<file path="config.mk">
export PLATFORM = sky130hd
export DESIGN_NAME = grant_fifo_collector
export DESIGN_NICKNAME = d
export VERILOG_FILES = /design/src/rtl/grant_collector_pkg.sv /design/src/rtl/sync_fifo.sv /design/src/rtl/grant_fifo_collector.sv
export SDC_FILE = /design/constraint.sdc
export NUM_CORES = 1
export LEC_CHECK = 0
export CELL_PAD_IN_SITES_DETAIL_PLACEMENT = 1
export CELL_PAD_IN_SITES_GLOBAL_PLACEMENT = 1
export CORE_MARGIN = 2
export CORE_UTILIZATION = 42
export CTS_CLUSTER_SIZE = 14
export DETAILED_ROUTE_END_ITERATION = 10
export HOLD_SLACK_MARGIN = 0.02
export MAX_ROUTING_LAYER = met4
export PLACE_DENSITY_LB_ADDON = 0.3
export SLEW_MARGIN = 20
export SYNTH_ARGS = -nofsm -noshare
export SYNTH_HDL_FRONTEND = slang
export SYNTH_SLANG_ARGS = --single-unit
</file>
<file path="constraint.sdc">
create_clock -name clk -period 4.5 [get_ports clk]
set_input_delay 1.125 -clock clk [delete_from_list [all_inputs] [get_ports clk]]
set_output_delay 1.125 -clock clk [all_outputs]
set_load 0.02 [all_outputs]
</file>
<file path="src/rtl/grant_collector_pkg.sv">
// Shared types and defaults for the grant FIFO collector.
// Lane count, entry layout and the lowest-grant decode helper.
package grant_collector_pkg;

    localparam int NUM_LANES     = 4;
    localparam int DEFAULT_DW    = 8;
    localparam int DEFAULT_DEPTH = 4;

    typedef logic [1:0] src_idx_t;

    typedef struct packed {
        src_idx_t                src;
        logic [DEFAULT_DW-1:0]   data;
    } entry_t;

    // Multi-hot grants resolve to the lowest set bit.
    function automatic src_idx_t lowest_idx(
        input logic [NUM_LANES-1:0] g
    );
        src_idx_t idx;
        idx = '0;
        for (int k = NUM_LANES - 1; k >= 0; k--) begin
            if (g[k]) idx = src_idx_t'(k);
        end
        return idx;
    endfunction

endpackage

</file>
<file path="src/rtl/sync_fifo.sv">
// Synchronous FIFO: registered storage, wrapping pointers, occupancy.
// A push while full is accepted only when a pop frees the head slot.
module sync_fifo #(
    parameter int W     = 10,
    parameter int DEPTH = 4
) (
    input  logic                   clk,
    input  logic                   rst,
    input  logic                   push,
    input  logic                   pop,
    input  logic [W-1:0]           din,
    output logic [W-1:0]           dout,
    output logic [$clog2(DEPTH):0] level,
    output logic                   full,
    output logic                   empty
);

    localparam int AW = $clog2(DEPTH);
    localparam int LW = AW + 1;

    logic [W-1:0]  mem [DEPTH];
    logic [AW-1:0] wptr;
    logic [AW-1:0] rptr;
    logic [LW-1:0] cnt;
    logic          wr;
    logic          rd;

    assign full  = (cnt == LW'(DEPTH));
    assign empty = (cnt == '0);
    assign wr    = push && (!full || pop);
    assign rd    = pop && !empty;
    assign dout  = mem[rptr];
    assign level = cnt;

    // Storage write at the tail; cleared on reset.
    always_ff @(posedge clk or posedge rst) begin
        if (rst) begin
            for (int i = 0; i < DEPTH; i++) mem[i] <= '0;
        end else if (wr) begin
            mem[wptr] <= din;
        end
    end

    // Pointer advance (modulo DEPTH by width) and occupancy tracking.
    always_ff @(posedge clk or posedge rst) begin
        if (rst) begin
            wptr <= '0;
            rptr <= '0;
            cnt  <= '0;
        end else begin
            if (wr) wptr <= wptr + 1'b1;
            if (rd) rptr <= rptr + 1'b1;
            case ({wr, rd})
                2'b10:   cnt <= cnt + 1'b1;
                2'b01:   cnt <= cnt - 1'b1;
                default: cnt <= cnt;
            endcase
        end
    end

endmodule

</file>
<file path="src/rtl/grant_fifo_collector.sv">
// Collects granted requester beats into a FIFO, tagged with lane index.
// GRANT_DROP_CNT_EN builds a saturating count of beats dropped when full.
module grant_fifo_collector
    import grant_collector_pkg::*;
#(
    parameter int DW    = DEFAULT_DW,
    parameter int DEPTH = DEFAULT_DEPTH
) (
    input  logic                   clk,
    input  logic                   rst,
    input  logic [3:0]             gnt,
    input  logic [DW-1:0]          din0,
    input  logic [DW-1:0]          din1,
    input  logic [DW-1:0]          din2,
    input  logic [DW-1:0]          din3,
    output logic                   out_valid,
    input  logic                   out_ready,
    output logic [DW-1:0]          out_data,
    output logic [1:0]             out_src,
    output logic [$clog2(DEPTH):0] level,
    output logic                   full,
    output logic                   empty,
    output logic [7:0]             drop_cnt
);

    localparam int EW = 2 + DW;

    src_idx_t      sel;
    logic [DW-1:0] lane;
    logic          push;
    logic          pop;
    logic [EW-1:0] head;

    assign sel       = lowest_idx(gnt);
    assign push      = |gnt;
    assign out_valid = !empty;
    assign pop       = out_valid && out_ready;

    // Lane mux driven by the decoded grant index.
    always_comb begin
        lane = din0;
        case (sel)
            2'd1:    lane = din1;
            2'd2:    lane = din2;
            2'd3:    lane = din3;
            default: lane = din0;
        endcase
    end

    sync_fifo #(
        .W     (EW),
        .DEPTH (DEPTH)
    ) u_fifo (
        .clk   (clk),
        .rst   (rst),
        .push  (push),
        .pop   (pop),
        .din   ({sel, lane}),
        .dout  (head),
        .level (level),
        .full  (full),
        .empty (empty)
    );

    assign out_src  = head[EW-1 -: 2];
    assign out_data = head[DW-1:0];

`ifdef GRANT_DROP_CNT_EN
    logic drop;
    assign drop = push && full && !pop;

    // Saturating count of pushes lost to a full FIFO.
    always_ff @(posedge clk or posedge rst) begin
        if (rst) begin
            drop_cnt <= '0;
        end else if (drop && drop_cnt != 8'd255) begin
            drop_cnt <= drop_cnt + 8'd1;
        end
    end
`else
    assign drop_cnt = '0;
`endif

endmodule

</file>
==> impl_results.md, run 1 <==
* Number of flip-flops and latches in the synthesized netlist at 47
* Max_cap viols at 0
* DR iter-0 viols at 85
* Crit path arrival time at about 2.2 ns
* Fmax achieved at 0.300 GHz
* RSZ-0062 raised after global routing: no
* Number of warnings reported in the yosys synthesis log at 0
* Number of buffers created by CTS at 5
* Final Wtd Congestion at roughly 0.73
* Grt total ovfl at 0
* Number of filler cells placed in the layout at about 640
* Port buffer count at 54
* Combined area of all synthesized cells at 2540 um2
* Area of the placeable core at between 5000 and 6000 um2
* Mapped Cells at slightly above 200
* Endpoint class of the critical path: output pin
* Number of library cell types mapped by synthesis at 31
* Layout Cells excl Fill at 332
* Clock latency reported for the late side of the worst-skew pair at approximately 0.28 ns
* Final count of negative-setup-slack endpoints at 0
* Post-cts hold buffer count at 0
* Wire length of the first global-routing pass at around 9.6 mm
* Maximum clock insertion buffer count at 2
* Root buffer selected by CTS: clkbuf_8
* Maximum fanout encountered on the critical timing path at 12
* Width of the chip at about 80 um
* Headroom to the max-slew limit at 0.454
* Via density per instance at ~5.3
* Tightest Pin Transition at 0.819 ns
* Number of antenna violations at the first check in global routing at 0
* Post-CTS setup buffer count at 0
* Number of resized instances in the post-cts repair step at 0
* Maximum number of pins on one net before global-route repair at 48
* Most frequent standard cell in the layout excluding fill and tap cells: clkdlybuf4s50_1
* CP Launch Type: flip-flop
* Share of synthesized area occupied by flip-flops and latches at 0.462
* Static Leakage at around 1.3 nW
* Kind of critical path: flip-flop to output pin
* Count of antenna-violating nets left after detailed routing at 0
* Critical path required time at roughly 3.4 ns
* Number of remaining DRC errors at 0
* Most area-hungry cell type in the Yosys netlist: dfrtp_1
* Die height at a little over 80 um
* Path class of the lowest-slack min-delay path: flip-flop to flip-flop
* Hold Path Cell Cnt at 1
* Routed Wire Length at 5.84 mm
* Average wire per standard cell at around 18 um
* Status: complete, no violations
* Total negative setup slack at 0 ns
* Clock period minus final worst setup slack at roughly 3.3 ns
* Share of layout cells above drive strength 1 at 0.241
* Cell types with the largest area share after synthesis: dfrtp_1, mux2_2, mux4_2
* Area of the die at 6690 um2
* Share of Yosys cell area claimed by the top area cell type at 0.462
* Clock tree from TritonCTS: built
* Number of global-route vias before repair at between 1500 and 2000
* Total count of hold-check failures in the final report at 0
* Ant diodes at 0
* Sinks on Clock Net at 47
* Placed insts at 326
* Most used cells in the layout excluding fill and tap cells: clkdlybuf4s50_1, dfrtp_1, mux2_2
* Max-slew violation total from the final report at 0
* Worst ir drop on vdd at roughly 340 uV
* Total number of vias at ~1700
* Share of the cycle needed by the critical path after routing at 0.742
* H-tree lvl count at 2
* Area growth from synthesis to final layout at 24.5%
* Std-Cell Rows at 28
* DR pass1 iterations at 4
* Reg2reg path depth at 9
* HPWL Detailed at 4.39 mm
* I/O pin count at 63
* Clock slew seen by the registers of the worst setup and hold paths at about 0.08 ns
* Final worst clock skew at approximately 0.0034 ns
* GRT Total Usage at 0.199
* Mean post-synth cell area at around 12 um2
* Initial Utilization at 0.432
* Total power per unit cell area at just under 700 nW/um2
* Number of nets in the layout at 303
synth_stat cells, drive strengths merged:
library cell   n
or3            2
buf           13
nor4           1
a21oi         10
nand2         14
xor2           3
mux4          10
mux2i          1
o22a           1
or2            1
mux2          40
ha             5
and2           1
inv           12
clkbuf         4
nand3b         7
fa             1
o21ai          9
nor2           5
nor3b          1
a211oi         1
conb           1
a21o           7
a31oi          7
dfrtp         47
xnor2          3
cell type report:
| cell class | instances | area, um2 | share of cell area |
|---|---|---|---|
| Multi-Input combinational cell | 138 | 1240 | 0.391 |
| Inverter | 12 | 46.3 | 0.0146 |
| Tap cell | 75 | 93.8 | 0.0296 |
| Timing Repair Buffer | 54 | 541 | 0.171 |
| Sequential cell | 47 | 1180 | 0.371 |
| Clock buffer | 6 | 72.6 | 0.0229 |
sequential cells by signal, indices dropped and copies added (netlist names):
signal	count
u_fifo.rptr	2
u_fifo.wptr	2
u_fifo.mem	40
u_fifo.level	3
cells by family after synthesis:
group,count (synthesis),share of synthesized area
AND/OR/NAND/NOR,32,0.0689
other,1,0.00147
adder cells (fa/ha/maj),6,0.0325
XOR/XNOR,6,0.0207
multiplexers,51,0.270
flip-flops,47,0.462
buffers and inverters,29,0.0615
AO/OA/AOI/OAI,35,0.0831
stage by stage:
stage	worst slack [ns]	hold slack (ns)	area, um2	util	power [mW]
2_1_floorplan	1.68	0.474	2570	-	1.53
5_1_grt	0.917	0.520	3170	0.538	2.29
3_3_place_gp	0.958	0.482	3090	0.526	1.89
6_report	1.16	0.506	3170	0.538	2.14
4_1_cts	1.11	0.511	3170	0.538	2.17
3_5_place_dp	0.877	0.493	3090	0.526	1.94
worst paths after layout:
kind	startpoint	endpoint	slack, ns
max	u_fifo.rptr[0]	out_data[5]	1.16
min	u_fifo.mem[13]	u_fifo.mem[13]	0.51
max reg2reg	u_fifo.level[1]	u_fifo.level[2]	2.23
min reg2reg	u_fifo.mem[13]	u_fifo.mem[13]	0.51
max in group asynchronous	rst	u_fifo.mem[15]	2.72
min in group asynchronous	rst	u_fifo.mem[20]	1.28
critical path, cell delays in order, from the launching register on:
cell             delay, ns
dfrtp_1               0.77
mux4_2                0.61
clkdlybuf4s50_1       0.56
power breakdown:
| part | internal [mW] | switching, mW | total, mW | leakage [nW] |
|---|---|---|---|---|
| Sequential | 0.640 | 0.165 | 0.805 | 0.554 |
| Combinational | 0.638 | 0.471 | 1.11 | 0.729 |
| Clock | 0.104 | 0.121 | 0.225 | 0.0371 |
per-layer routing:
metal	track usage	routed length (um)	vias to the layer above
met5	-	0	-
met1	0.232	2450	896
li1	-	-	818
met2	0.364	3180	30
met4	0.0350	21	0
met3	0.0330	183	2
Note: power is estimated with default switching activity, not from simulation.
==> run 2, diff against run 1 <==
--- a/config.mk
+++ b/config.mk
@@ -8,7 +8,7 @@
 export CELL_PAD_IN_SITES_DETAIL_PLACEMENT = 1
 export CELL_PAD_IN_SITES_GLOBAL_PLACEMENT = 1
 export CORE_MARGIN = 2
-export CORE_UTILIZATION = 42
+export CORE_UTILIZATION = 39
 export CTS_CLUSTER_SIZE = 14
 export DETAILED_ROUTE_END_ITERATION = 10
 export HOLD_SLACK_MARGIN = 0.02
==> constraint.sdc (replaced) <==
create_clock -name clk -period 3.35 [get_ports clk]
set_input_delay 0.8375 -clock clk [delete_from_list [all_inputs] [get_ports clk]]
set_output_delay 0.8375 -clock clk [all_outputs]
set_load 0.02 [all_outputs]
==> impl_results.md, run 2 (synthesized netlist as in run 1, its figures left out) <==
* Share of the cycle needed by the critical path after routing at 0.895
* Area of the die at 7180 um2 (+7.3%)
* Count of antenna-violating nets left after detailed routing at 0 (unchanged)
* Startpoint of the worst register-to-register path: u_fifo.level[1]
* Width of the chip at 84.8 um (+3.6%)
* Total power per unit cell area at 911 nW/um2 (+35%)
* Clock slew seen by the registers of the worst setup and hold paths at 0.09 ns (about the same)
* Headroom to the max-slew limit at 0.602 (+0.149)
* Status: complete, no violations
* Start point of the worst min-delay path: u_fifo.mem[36]
* Post-cts hold buffer count at 0 (unchanged)
* Worst Hold Endpoint: u_fifo.mem[36]
* Hold Path Cell Cnt at 1 (unchanged)
* Total negative setup slack at 0 ns (unchanged)
* Wire length of the first global-routing pass at 9.89 mm (+3.2%)
* Delay of the slowest critical-path stage at 0.56 ns (-0.21 ns)
* Area growth from synthesis to final layout at 26.7%
* Routed Wire Length at 5.89 mm (+0.91%)
* H-tree lvl count at 2 (unchanged)
* Flip-flop count of the largest register, all copies and words added at 40 (unchanged)
* Total design power at 2.93 mW (+37%)
* Maximum fanout encountered on the critical timing path at 6 (-6)
* Maximum number of pins on one net before global-route repair at 48 (unchanged)
* Total count of hold-check failures in the final report at 0 (unchanged)
* Critical path required time at 2.51 ns (-0.87 ns)
* Slowest CP cell: clkdlybuf4s50_1
* Max_cap viols at 0 (unchanged)
* Number of remaining DRC errors at 0 (unchanged)
* Static Leakage at 1.34 nW (+1.9%)
* Post-CTS setup buffer count at 0 (unchanged)
* Register ranked first by flip-flop count: u_fifo.mem
* Max-slew violation total from the final report at 0 (unchanged)
* Clock latency reported for the late side of the worst-skew pair at 0.30 ns (+0.02 ns)
* Buffers plus inverters on the worst setup path at 2 (+1)
* DR pass1 iterations at 4 (unchanged)
* Tightest Pin Transition at 0.596 ns (-0.223 ns)
* Clock period minus final worst setup slack at between 2 and 3 ns
* Reg2reg path depth at 9 (unchanged)
* Number of filler cells placed in the layout at 701 (+9.4%)
* Final Wtd Congestion at 0.716 (-1.2%)
* Worst ir drop on vdd at 578 uV (+71%)
* Std-Cell Rows at 29 (+3.6%)
* Average wire per standard cell at 17.3 um (-1.8%)
* Number of antenna violations at the first check in global routing at 0 (unchanged)
* Via density per instance at 5.23 (-0.58%)
* Worst setup slack for register-to-register paths at 1.16 ns (-1.07 ns)
* Number of global-route vias before repair at 1991 (+5.2%)
* Grt total ovfl at 0 (unchanged)
* Number of resized instances in the post-cts repair step at 0 (unchanged)
* Share of layout cells above drive strength 1 at 0.261 (+0.0201)
* Maximum clock insertion buffer count at 2 (unchanged)
* Final count of negative-setup-slack endpoints at 0 (unchanged)
* Ant diodes at 0 (unchanged)
* Most used cells in the layout excluding fill and tap cells: clkdlybuf4s50_1, dfrtp_1, mux2_2
* DR iter-0 viols at 69 (-19%)
* Cells along the critical path: buf_4 -> mux4_2 -> clkdlybuf4s50_1
* GRT Total Usage at 0.181 (-0.0175)
* I/O pin count at 63 (unchanged)
* Hold slack at 0.508 ns (+0.00173 ns)
* Endpoint class of the critical path: output pin
* Crit path arrival time at 2.16 ns (-0.05 ns)
* Area of the placeable core at 6310 um2 (+7.3%)
* Total number of vias at 1783 (+2.1%)
* Number of buffers created by CTS at 5 (unchanged)
* Die height at 84.8 um (+3.6%)
* Path class of the lowest-slack min-delay path: flip-flop to flip-flop
* Seq. cell area at 1180 um2 (unchanged)
* Combined area of the multi-input logic cells at 1240 um2 (unchanged)
* Endpoint of the lowest-slack register-to-register path: u_fifo.level[2]
* Kind of critical path: flip-flop to output pin
* CP Launch Type: flip-flop
* Cell family contributing the most delay on the critical path: buffers and inverters
* Clock tree from TritonCTS: built
* Number of nets in the layout at 308 (+1.7%)
* Final worst clock skew at 0.00459 ns (+0.00124 ns)
* Port buffer count at 54 (unchanged)
* RSZ-0062 raised after global routing: no
* Fmax achieved at around 0.33 GHz
* Most frequent standard cell in the layout excluding fill and tap cells: clkdlybuf4s50_1
* Sinks on Clock Net at 47 (unchanged)
* HPWL Detailed at 4.48 mm (+2.0%)
* Initial Utilization at 0.403 (-0.0293)
* Root buffer selected by CTS: clkbuf_8
[run 2: cell types whose count changed in the layout (fill, tap and decap cells not counted)]
cell and change:
buf_4 +5, clkinv_1 +1, clkbuf_1 -1, clkinvlp_4 +2
[run 2: metrics by stage]
| step | setup WS (ns) | instance area [um2] | std cells | utilization |
|---|---|---|---|---|
| after floorplan | 0.814 | 2570 | 214 | - |
| after global placement | 0.302 | 3130 | 333 | 0.496 |
| after detailed placement | 0.185 | 3130 | 333 | 0.496 |
| after CTS | 0.333 | 3220 | 341 | 0.510 |
| after global routing | 0.272 | 3220 | 341 | 0.510 |
| final | 0.352 | 3220 | 341 | 0.510 |
[run 2: metal layers]
layer / up-vias / GRT usage / routed length, um
met1: 917 / 0.224 / 2540
met3: 7 / 0.0305 / 113
met5: - / - / 0
met4: 0 / 0.0534 / 69
li1: 834 / - / -
met2: 25 / 0.306 / 3170
[run 2: final cells by class]
type,count,share of cell area
multi-input cells,138,0.384
flip-flops and latches,47,0.365
repair buffers,59,0.179
well taps,77,0.0299
clock buffers,5,0.0214
inverters,12,0.0140
clock inverters,3,0.00621
[run 2: worst reg2reg max path, cell delays in order (launching register included)]
cell and delay [ns]:
dfrtp_1 0.44, nor3b_1 0.35, a21oi_2 0.21, inv_1 0.09, ha_1 0.18, inv_1 0.07, fa_1 0.37, xor2_1 0.15
nor2_1 0.11, xor2_1 0.15
[run 2: power by group]
group	total (mW)	internal (mW)	switching, mW
clock network	0.343	0.145	0.198
logic	1.56	0.874	0.688
registers	1.03	0.859	0.169
[run 2: worst max-delay path by stage]
stage | from | slack, ns | cells past startpoint | to
5_1_grt | gnt[1] | 0.27 | 10 | u_fifo.level[2]
2_1_floorplan | u_fifo.level[2] | 0.81 | 9 | u_fifo.level[2]
6_report | u_fifo.rptr[1] | 0.35 | 3 | out_src[0]
4_1_cts | u_fifo.rptr[1] | 0.33 | 3 | out_src[0]
3_5_place_dp | gnt[1] | 0.18 | 10 | u_fifo.level[2]
3_3_place_gp | gnt[1] | 0.30 | 10 | u_fifo.level[2]
